[src/rtl/logicnets_seq_pkg.sv]
// Shared definitions for the LogicNets layer sequencer.
//   state_t      - sequencer FSM states
//   CFG_SEL_*    - cfg_sel encodings (truth table / connectivity)
//   conn_w/tt_w  - derived widths (connectivity field, truth-table word)
package logicnets_seq_pkg;

  typedef enum logic [1:0] {
    IDLE = 2'd0,
    EVAL = 2'd1,
    OUT  = 2'd2
  } state_t;

  localparam logic CFG_SEL_TT   = 1'b0;
  localparam logic CFG_SEL_CONN = 1'b1;

  // Bits needed to name one input bit of the layer input vector.
  function automatic int conn_w(input int in_bits);
    return $clog2(in_bits);
  endfunction

  // One truth-table word holds an output bit for every FAN_IN-bit address.
  function automatic int tt_w(input int fan_in);
    return 1 << fan_in;
  endfunction

endpackage

[src/rtl/lut_table_mem.sv]
// Small distributed memory: one synchronous write port, one asynchronous
// read port. Used for both the truth tables and the connectivity table.
//   clk   - write clock
//   we    - write enable
//   waddr - write address
//   wdata - write data
//   raddr - read address
//   rdata - combinational read data
module lut_table_mem #(
  parameter int DEPTH = 32,
  parameter int WIDTH = 64
) (
  input  logic                     clk,
  input  logic                     we,
  input  logic [$clog2(DEPTH)-1:0] waddr,
  input  logic [WIDTH-1:0]         wdata,
  input  logic [$clog2(DEPTH)-1:0] raddr,
  output logic [WIDTH-1:0]         rdata
);

  logic [WIDTH-1:0] mem [DEPTH];

  // NOTE: the array has no reset on purpose; configuration must survive
  // a reset of the control logic, and a reset port would block mapping
  // onto distributed RAM.
  always_ff @(posedge clk) begin
    if (we) mem[waddr] <= wdata;
  end

  assign rdata = mem[raddr];

endmodule

[src/rtl/logicnets_layer_sequencer.sv]
// Time-multiplexed evaluator for one LogicNets layer. An accepted input
// vector is latched, then neurons 0..N_NEURONS-1 are evaluated one per
// cycle through a shared truth-table memory addressed via a connectivity
// table. The assembled output vector is offered on a valid/ready port.
//   clk, rst              - clock, synchronous active-high reset
//   in_valid/in_ready     - input vector handshake, in_vec payload
//   out_valid/out_ready   - output vector handshake, out_vec payload
//   cfg_we/cfg_sel/
//   cfg_addr/cfg_wdata    - runtime load of truth table or connectivity
//   busy                  - high while evaluating or holding an output
//   cfg_err               - one-cycle pulse for a rejected config write
module logicnets_layer_sequencer
  import logicnets_seq_pkg::*;
#(
  parameter int IN_BITS   = 64,
  parameter int N_NEURONS = 32,
  parameter int FAN_IN    = 6
) (
  input  logic                         clk,
  input  logic                         rst,
  input  logic                         in_valid,
  output logic                         in_ready,
  input  logic [IN_BITS-1:0]           in_vec,
  output logic                         out_valid,
  input  logic                         out_ready,
  output logic [N_NEURONS-1:0]         out_vec,
  input  logic                         cfg_we,
  input  logic                         cfg_sel,
  input  logic [$clog2(N_NEURONS)-1:0] cfg_addr,
  input  logic [63:0]                  cfg_wdata,
  output logic                         busy,
  output logic                         cfg_err
);

  localparam int CONN_W    = conn_w(IN_BITS);
  localparam int TT_W      = tt_w(FAN_IN);
  localparam int CONN_BITS = FAN_IN * CONN_W;
  localparam int IDX_W     = $clog2(N_NEURONS);
  // With a power-of-two neuron count every cfg_addr value is a real neuron.
  localparam bit ALL_ADDR_VALID = ((1 << IDX_W) == N_NEURONS);

  state_t               state_q, state_d;
  logic [IDX_W-1:0]     idx_q, idx_d;
  logic [IN_BITS-1:0]   vec_q, vec_d;
  logic                 out_valid_q, out_valid_d;
  logic [N_NEURONS-1:0] out_vec_q, out_vec_d;
  logic                 cfg_err_q, cfg_err_d;

  logic                 addr_ok;
  logic                 cfg_ok;
  logic                 tt_we, conn_we;
  logic [TT_W-1:0]      tt_rdata;
  logic [CONN_BITS-1:0] conn_rdata;
  logic [FAN_IN-1:0]    tt_addr;
  logic [CONN_W-1:0]    conn_field;
  logic [CONN_W-1:0]    conn_sel;

  // Config writes land only while idle and only for existing neurons.
  assign addr_ok = ALL_ADDR_VALID || (int'(cfg_addr) < N_NEURONS);
  assign cfg_ok  = cfg_we && (state_q == IDLE) && addr_ok;
  assign tt_we   = cfg_ok && (cfg_sel == CFG_SEL_TT);
  assign conn_we = cfg_ok && (cfg_sel == CFG_SEL_CONN);

  lut_table_mem #(
    .DEPTH(N_NEURONS),
    .WIDTH(TT_W)
  ) u_tt_mem (
    .clk  (clk),
    .we   (tt_we),
    .waddr(cfg_addr),
    .wdata(cfg_wdata[TT_W-1:0]),
    .raddr(idx_q),
    .rdata(tt_rdata)
  );

  lut_table_mem #(
    .DEPTH(N_NEURONS),
    .WIDTH(CONN_BITS)
  ) u_conn_mem (
    .clk  (clk),
    .we   (conn_we),
    .waddr(cfg_addr),
    .wdata(cfg_wdata[CONN_BITS-1:0]),
    .raddr(idx_q),
    .rdata(conn_rdata)
  );

  // Gather the current neuron's input bits; an out-of-range connectivity
  // index wraps onto the input vector.
  // NOTE: every always_comb output gets a default before any branch or
  // loop so no path leaves it unassigned, which would infer a latch.
  always_comb begin
    tt_addr    = '0;
    conn_field = '0;
    conn_sel   = '0;
    for (int k = 0; k < FAN_IN; k++) begin
      conn_field = conn_rdata[k*CONN_W +: CONN_W];
      conn_sel   = CONN_W'(int'(conn_field) % IN_BITS);
      tt_addr[k] = vec_q[conn_sel];
    end
  end

  always_comb begin
    state_d     = state_q;
    idx_d       = idx_q;
    vec_d       = vec_q;
    out_valid_d = out_valid_q;
    out_vec_d   = out_vec_q;
    cfg_err_d   = cfg_we && !((state_q == IDLE) && addr_ok);
    unique case (state_q)
      IDLE: begin
        if (in_valid) begin
          vec_d   = in_vec;
          idx_d   = '0;
          state_d = EVAL;
        end
      end
      EVAL: begin
        out_vec_d[idx_q] = tt_rdata[tt_addr];
        if (idx_q == IDX_W'(N_NEURONS - 1)) begin
          state_d     = OUT;
          out_valid_d = 1'b1;
        end else begin
          idx_d = idx_q + IDX_W'(1);
        end
      end
      OUT: begin
        if (out_ready) begin
          out_valid_d = 1'b0;
          state_d     = IDLE;
        end
      end
      default: state_d = IDLE;
    endcase
  end

  // NOTE: sequential state uses non-blocking assignments so every flop
  // samples its _d value from before the edge.
  always_ff @(posedge clk) begin
    if (rst) begin
      state_q     <= IDLE;
      idx_q       <= '0;
      vec_q       <= '0;
      out_valid_q <= 1'b0;
      out_vec_q   <= '0;
      cfg_err_q   <= 1'b0;
    end else begin
      state_q     <= state_d;
      idx_q       <= idx_d;
      vec_q       <= vec_d;
      out_valid_q <= out_valid_d;
      out_vec_q   <= out_vec_d;
      cfg_err_q   <= cfg_err_d;
    end
  end

  assign in_ready  = (state_q == IDLE);
  assign busy      = (state_q != IDLE);
  assign out_valid = out_valid_q;
  assign out_vec   = out_vec_q;
  assign cfg_err   = cfg_err_q;

endmodule

[config.mk]
export PLATFORM = sky130hd
export DESIGN_NAME = logicnets_layer_sequencer
export DESIGN_NICKNAME = d
export VERILOG_FILES = /design/src/rtl/logicnets_seq_pkg.sv /design/src/rtl/lut_table_mem.sv /design/src/rtl/logicnets_layer_sequencer.sv
export SDC_FILE = /design/constraint.sdc
export NUM_CORES = 2
export LEC_CHECK = 0
export CORE_ASPECT_RATIO = 1.25
export CORE_MARGIN = 5
export CORE_UTILIZATION = 40
export DETAILED_ROUTE_END_ITERATION = 12
export GPL_TIMING_DRIVEN = 0
export PLACE_DENSITY = 0.57
export SYNTH_ARGS = -nofsm -noshare
export SYNTH_HDL_FRONTEND = slang
export SYNTH_HIERARCHICAL = 1
export SYNTH_SLANG_ARGS = --single-unit
[constraint.sdc]
create_clock -name clk -period 12.3 [get_ports clk]
set_clock_uncertainty 0.15 [all_clocks]
set_input_delay 2.46 -clock clk [delete_from_list [all_inputs] [get_ports clk]]
set_output_delay 2.46 -clock clk [all_outputs]
set_load 0.02 [all_outputs]
# Yosys cells after proc, flatten, opt, wreduce, memory -nomap -nowiden
# Memories as Yosys holds them, arrays and structs flattened. A register that Yosys moved wholly into a read port is not among the register bits.
# Cells that the tools add are included.
# word_totals
memories	2
reg_bits	105
input_bits	139
ramBits	3200
output_inout_bits	36
# mem_list
memory	depth	word_bits	read_ports	rd_clocked_by_memory_dff	write_ports	line	rtl
u_tt_mem.mem	32	64	1	1	1	lut_table_mem.sv:21	logic [WIDTH-1:0] mem [DEPTH];
u_conn_mem.mem	32	36	1	1	1	lut_table_mem.sv:21	
# op_classes
eq_ne	7
n_reduce_logical	14
bitwise_logic	1
add_sub_neg	1
order_cmp	9
mux	35
# op_table
op	n
$lt A6 B7 Y1 const B	7
$bmux W1 S6	7
$bwmux W32	1
$mux W5	6
$mux W1	14
$pmux W5 S2	1
$reduce_and A3 Y1	3
$ne A2 B2 Y1 const B	4
$lt A5 B6 Y1 const B	1
$mux W2	3
$pmux W2 S3	1
$reduce_bool A2 Y1	3
$add A5 B1 Y5 const B	1
$demux W1 S5	1
$eq A5 B5 Y1 const B	1
$ge A5 B1 Y1 const B	1
$logic_and A1 B1 Y1	5
$eq A2 B1 Y1 const B	1
$eq A2 B2 Y1 const B	1
$logic_not A2 Y1	1
$pmux W1 S2	1
$reduce_and A2 Y1	1
$logic_not A1 Y1	1
$not A1 Y1	1

# Logic depth before layout (Yosys ltp)
# logic_depth
ltp_word	5
ltp_mapped	23
depth_no_buf	15

# Cells and area by module
# The synthesis kept the hierarchy.
# by_module_without_submodules
module	cells_per_inst	instances	area_per_inst_um2
lut_table_mem at u_tt_mem	3033	1	77683.3
lut_table_mem at u_conn_mem	2500	1	44863.0
logicnets_layer_sequencer	939	1	8589.5

# Worst setup path before layout
# No wires, ideal clock.
# synth_path
path_kind	input -> register
start	input cfg_we
end	memory u_tt_mem.mem[12][0] (enable)
path_stages	5
path_slack_ps	5654
t_arrival_ps	6009
path_buffers	1
cell_sequence	nand2_1 > nor2_1 > or3b_2 > clkbuf_1 > nor2_1
# synth_between
elab_chain_len	4
# synth_rtl
element	line	rtl
from (decl)	logicnets_layer_sequencer.sv:27	input logic cfg_we,
$logic_and A1 B1 Y1	logicnets_layer_sequencer.sv:60	assign cfg_ok = cfg_we && (state_q == IDLE) && addr_ok;
$logic_and A1 B1 Y1	logicnets_layer_sequencer.sv:61	assign tt_we = cfg_ok && (cfg_sel == CFG_SEL_TT);
via tt_we	logicnets_layer_sequencer.sv:51	logic tt_we, conn_we;
$mux W1	lut_table_mem.sv:27	if (we) mem[waddr] <= wdata;
$mux W1 (not written as such)	lut_table_mem.sv:27	
to (decl)	lut_table_mem.sv:21	
# The timed path passes the listed nets, and every way through them passes these cells.

# Worst setup path in the final report
# layout_path
start	register idx_q[4]
end	register out_vec_q[10] (netlist: out_vec[10])
# layout_between
elab_chain_len	5
elab_cells_between_ends	6
cone_classes	order compare (2); mux (3); reduce/logical (1)
# layout_rtl
element	line	rtl
from (decl)	logicnets_layer_sequencer.sv:43	logic [IDX_W-1:0] idx_q, idx_d;
from (signal assigned)	logicnets_layer_sequencer.sv:149	idx_q <= idx_d;
$lt A5 B6 Y1 (not written as such) or $ge A5 B1 Y1 (tied branches)	logicnets_layer_sequencer.sv:119	out_vec_d[idx_q] = tt_rdata[tt_addr];
$logic_and A1 B1 Y1 (not written as such)	logicnets_layer_sequencer.sv:119	
$mux W1 (not written as such)	logicnets_layer_sequencer.sv:119	
$demux W1 S5 (*)	logicnets_layer_sequencer.sv:119	
$bwmux W32 (*)	logicnets_layer_sequencer.sv:119	
to (signal assigned)	logicnets_layer_sequencer.sv:152	out_vec_q <= out_vec_d;
to (decl)	logicnets_layer_sequencer.sv:46	logic [N_NEURONS-1:0] out_vec_q, out_vec_d;
# Every way passes the cells marked *; elsewhere a longest branch is shown, timed or not.
# A chain may end at the register's enable or synchronous reset.

==> summary.md <==
Cells and area
* layout cell share with drive strength beyond 1: 23.5%
* Area growth syn-to-layout: 16.9%
* post-route core utilization: 46.8%
* number of nets at the end of the flow: 7311
* count of non-filler cells in the finished layout: 11800

Run
* max-capacitance violation count: 0

Detailed routing
* routed via count: 69100
* DRC violations left: 0
* Via-to-Cell Ratio: 5.85
* count of nets left with antenna violations after detail routing: 0
* DR pass1 iterations: 6
* Total Wirelength: 401 mm
* number of DRC markers in iteration 0: 7549
* routed length per placed instance: 33.9 um

Status
* status: finished clean

Setup path
* Critical R2R Launch: idx_q[4]
* cell count of the worst reg-to-reg path: 19
* kind of end point of the critical path: flip-flop
* CP arrival: 9.81 ns
* launching element type of the critical path: flip-flop
* Max Fanout on Critical Path: 12
* kind of critical path: reg -> reg
* CP Data Required Time: 12.89 ns
* Worst setup startpoint: idx_q[4]

Floorplanning
* effective utilization at floorplan: 40.1%
* number of placed I/O pins: 175
* Floorplan Core Area: 327000 sq um
* die outline height: 650 um
* die outline width: 522 um
* number of placement rows: 235
* die area: 339000 sq um

Clock tree
* number of H-tree levels: 5
* Setup Buffers After CTS: 0
* clock root cell: sky130_fd_sc_hd__clkbuf_16
* maximum buffer depth of the clock tree: 4
* CTS tree: built
* Inserted Clock Buffers: 333
* insertion delay to the later sink of the worst-skew pair: 0.88 ns
* count of cells resized by post-cts repair: 0
* cts-stage hold buffer count: 0
* number of sinks handled by clock tree synthesis: 3305
* clock edge transition at the registers on the reported setup and hold paths: 0.06 ns

Placed design
* total half-perimeter wirelength after legalization and detailed placement: 278 mm
* routability congestion estimate: 0.892
* pre-CTS worst setup slack: 3.23 ns
* count of placed standard cells including taps: 11200
* count of input and output buffers: 173

Timing
* Fmax: 109 MHz
* Final Hold Slack: 0.325 ns
* setup violation total in the final timing report: 0
* final critical-path setup slack: 3.08 ns
* post-route fraction of the period consumed by the critical path: 74.9%
* normalized max-slew margin: 3.68%
* final hold vios: 0
* setup repair after global routing missed its margin: false
* min Tclk post-route: 9.22 ns
* max-slew violation count: 0
* Worst-Margin Slew: 1.44 ns

Global routing
* pin count of the biggest net entering global routing: 65
* antenna violations before repair: 41
* total global-route track usage: 23.2%
* overall overflow remaining after global route: 0
* number of global-route vias before repair: 69300
* first-pass GRT wire length: 553 mm

Synthesis
* sequential fraction of the synthesis area: 74.9%
* yosys synthesis warning count: 6
* syn_area_per_cell: 20.3 sq um
* Cell Area, Synth: 131000 sq um
* number of enable-type register cells in the synthesized netlist: 3200
* Netlist cell types: 69
* share of synthesized flip-flops with an asynchronous set or reset: 0%
* Mapped Cells: 6472
* number of nets in the synthesized netlist: 6616
* top flip-flop cell by instance count after synthesis: sky130_fd_sc_hd__edfxtp_1
* register bit total from synthesis: 3305

Min path
* hold path cells: 2
* path category of the worst min-delay check: reg -> reg
* start point of the worst hold path: out_vec[23]

Pwr
* final total power: 23700 uW
* LEAKAGE: 0.0468 uW
* total power divided by cell area: 155 nW/um^2
* worst vdd ir: 0.000113 V

[power breakdown]
group | leakage [uW] | switching, uW | total [uW] | internal (uW)
sequential | 0.0296 | 46.1 | 12400 | 12400
clock | 0.00515 | 4240 | 9980 | 5740
combinational | 0.0121 | 804 | 1300 | 495
total | 0.0468 | 5090 | 23700 | 18600
[synthesized netlist by cell type, drive strengths merged (18+ instances only)]
cell,instances,area [sq um]
o211ai,18,135
nor3,42,210
a21oi,179,896
mux2i,664,6660
o21ai,43,215
nand3b,37,278
buf,240,1480
dfxtp,105,2100
a22o,75,657
clkbuf,149,571
nor2b,22,138
a31oi,43,269
o22ai,31,194
edfxtp,3200,96100
a22oi,145,1090
nand3,119,596
mux2,84,946
nand2,324,1220
nor2,94,355
mux4,700,15800
[critical path, cell delays in order, from the launching register on]
cell and delay [ns]:
sky130_fd_sc_hd__dfxtp_1 1.26, sky130_fd_sc_hd__or2_1 0.32, sky130_fd_sc_hd__clkbuf_1 0.51, sky130_fd_sc_hd__clkbuf_1 0.55, sky130_fd_sc_hd__nor3_1 0.24, sky130_fd_sc_hd__a31oi_1 0.68
sky130_fd_sc_hd__nand3_1 0.40, sky130_fd_sc_hd__buf_2 0.33, sky130_fd_sc_hd__buf_6 0.19, sky130_fd_sc_hd__mux4_2 0.43, sky130_fd_sc_hd__a22oi_1 0.19, sky130_fd_sc_hd__a311oi_1 0.18
sky130_fd_sc_hd__nor4_2 1.04, sky130_fd_sc_hd__a21boi_1 0.76, sky130_fd_sc_hd__a22oi_1 0.18, sky130_fd_sc_hd__a31oi_1 0.27, sky130_fd_sc_hd__nor4b_2 0.09, sky130_fd_sc_hd__a22oi_2 0.72
sky130_fd_sc_hd__buf_2 0.37, sky130_fd_sc_hd__o21ai_0 0.15
[cells by family (layout without fill, tap and decap cells)]
group,count (synthesis),in the layout,share of synthesized area [%]
other cells,0,13,0
mux,1448,1448,17.8
fa+ha+maj,5,5,0.0477
buf+inv,401,1346,1.60
xor+xnor,3,3,0.0200
compound gates,611,611,3.16
flops,3305,3305,74.9
simple gates,699,699,2.47
[through the flow]
stage	TNS, ns	area, sq um
2_1_floorplan	0	131000
3_3_place_gp	-847.80	138000
3_5_place_dp	0	143000
4_1_cts	0	153000
5_1_grt	0	153000
6_report	0	153000
[sequential cells by signal, indices dropped and copies added (netlist names)]
register,cells
u_tt_mem/mem,2048
out_vec,32
state_q,2
cfg_err,1
idx_q,5
vec_q,64
out_valid,1
u_conn_mem/mem,1152
[cell usage in the layout (no fill, tap or decap), types with 30 or more instances in the layout]
master	netlist	final
sky130_fd_sc_hd__a21oi_1	179	179
sky130_fd_sc_hd__a22o_1	75	75
sky130_fd_sc_hd__a22oi_1	144	144
sky130_fd_sc_hd__a31oi_1	43	43
sky130_fd_sc_hd__buf_1	50	49
sky130_fd_sc_hd__buf_12	0	152
sky130_fd_sc_hd__buf_16	0	33
sky130_fd_sc_hd__buf_2	117	152
sky130_fd_sc_hd__buf_4	38	40
sky130_fd_sc_hd__bufinv_16	0	30
sky130_fd_sc_hd__clkbuf_1	146	207
sky130_fd_sc_hd__clkbuf_16	0	343
sky130_fd_sc_hd__clkdlybuf4s50_1	0	137
sky130_fd_sc_hd__clkinv_1	0	65
sky130_fd_sc_hd__clkinv_2	0	53
sky130_fd_sc_hd__dfxtp_1	105	105
sky130_fd_sc_hd__edfxtp_1	3200	3200
sky130_fd_sc_hd__mux2_2	83	83
sky130_fd_sc_hd__mux2i_1	663	663
sky130_fd_sc_hd__mux4_2	700	700
sky130_fd_sc_hd__nand2_1	324	324
sky130_fd_sc_hd__nand3_1	119	119
sky130_fd_sc_hd__nand3b_1	37	37
sky130_fd_sc_hd__nor2_4	0	64
sky130_fd_sc_hd__nor3_1	42	41
sky130_fd_sc_hd__o21ai_0	42	42
sky130_fd_sc_hd__o22ai_1	31	31
[per-layer routing]
metal	track usage, %	wire, um	up-vias
li1	-	-	28300
met1	29.2	152000	37300
met2	40.1	205000	2844
met3	3.67	25700	677
met4	9.34	18500	26
met5	0	167	-
[path summary, 6_finish.rpt]
kind,end,slack (ns)
max,out_vec[10],3.08
min,out_vec[23],0.33
max reg2reg,out_vec[10],3.08
min reg2reg,out_vec[23],0.33
[area by class of cell]
type / instances / area [sq um]
clock inverters: 176 / 1710
well taps: 4384 / 5490
flip-flops and latches: 3305 / 98200
fillers: 27000 / 174000
clock buffers: 409 / 8840
plain buffers: 389 / 2060
diodes: 13 / 32.5
repair buffers: 360 / 5530
multi-input cells: 2766 / 31300
inverters: 12 / 45.0
No activity file was read; power rests on OpenSTA's default activity.
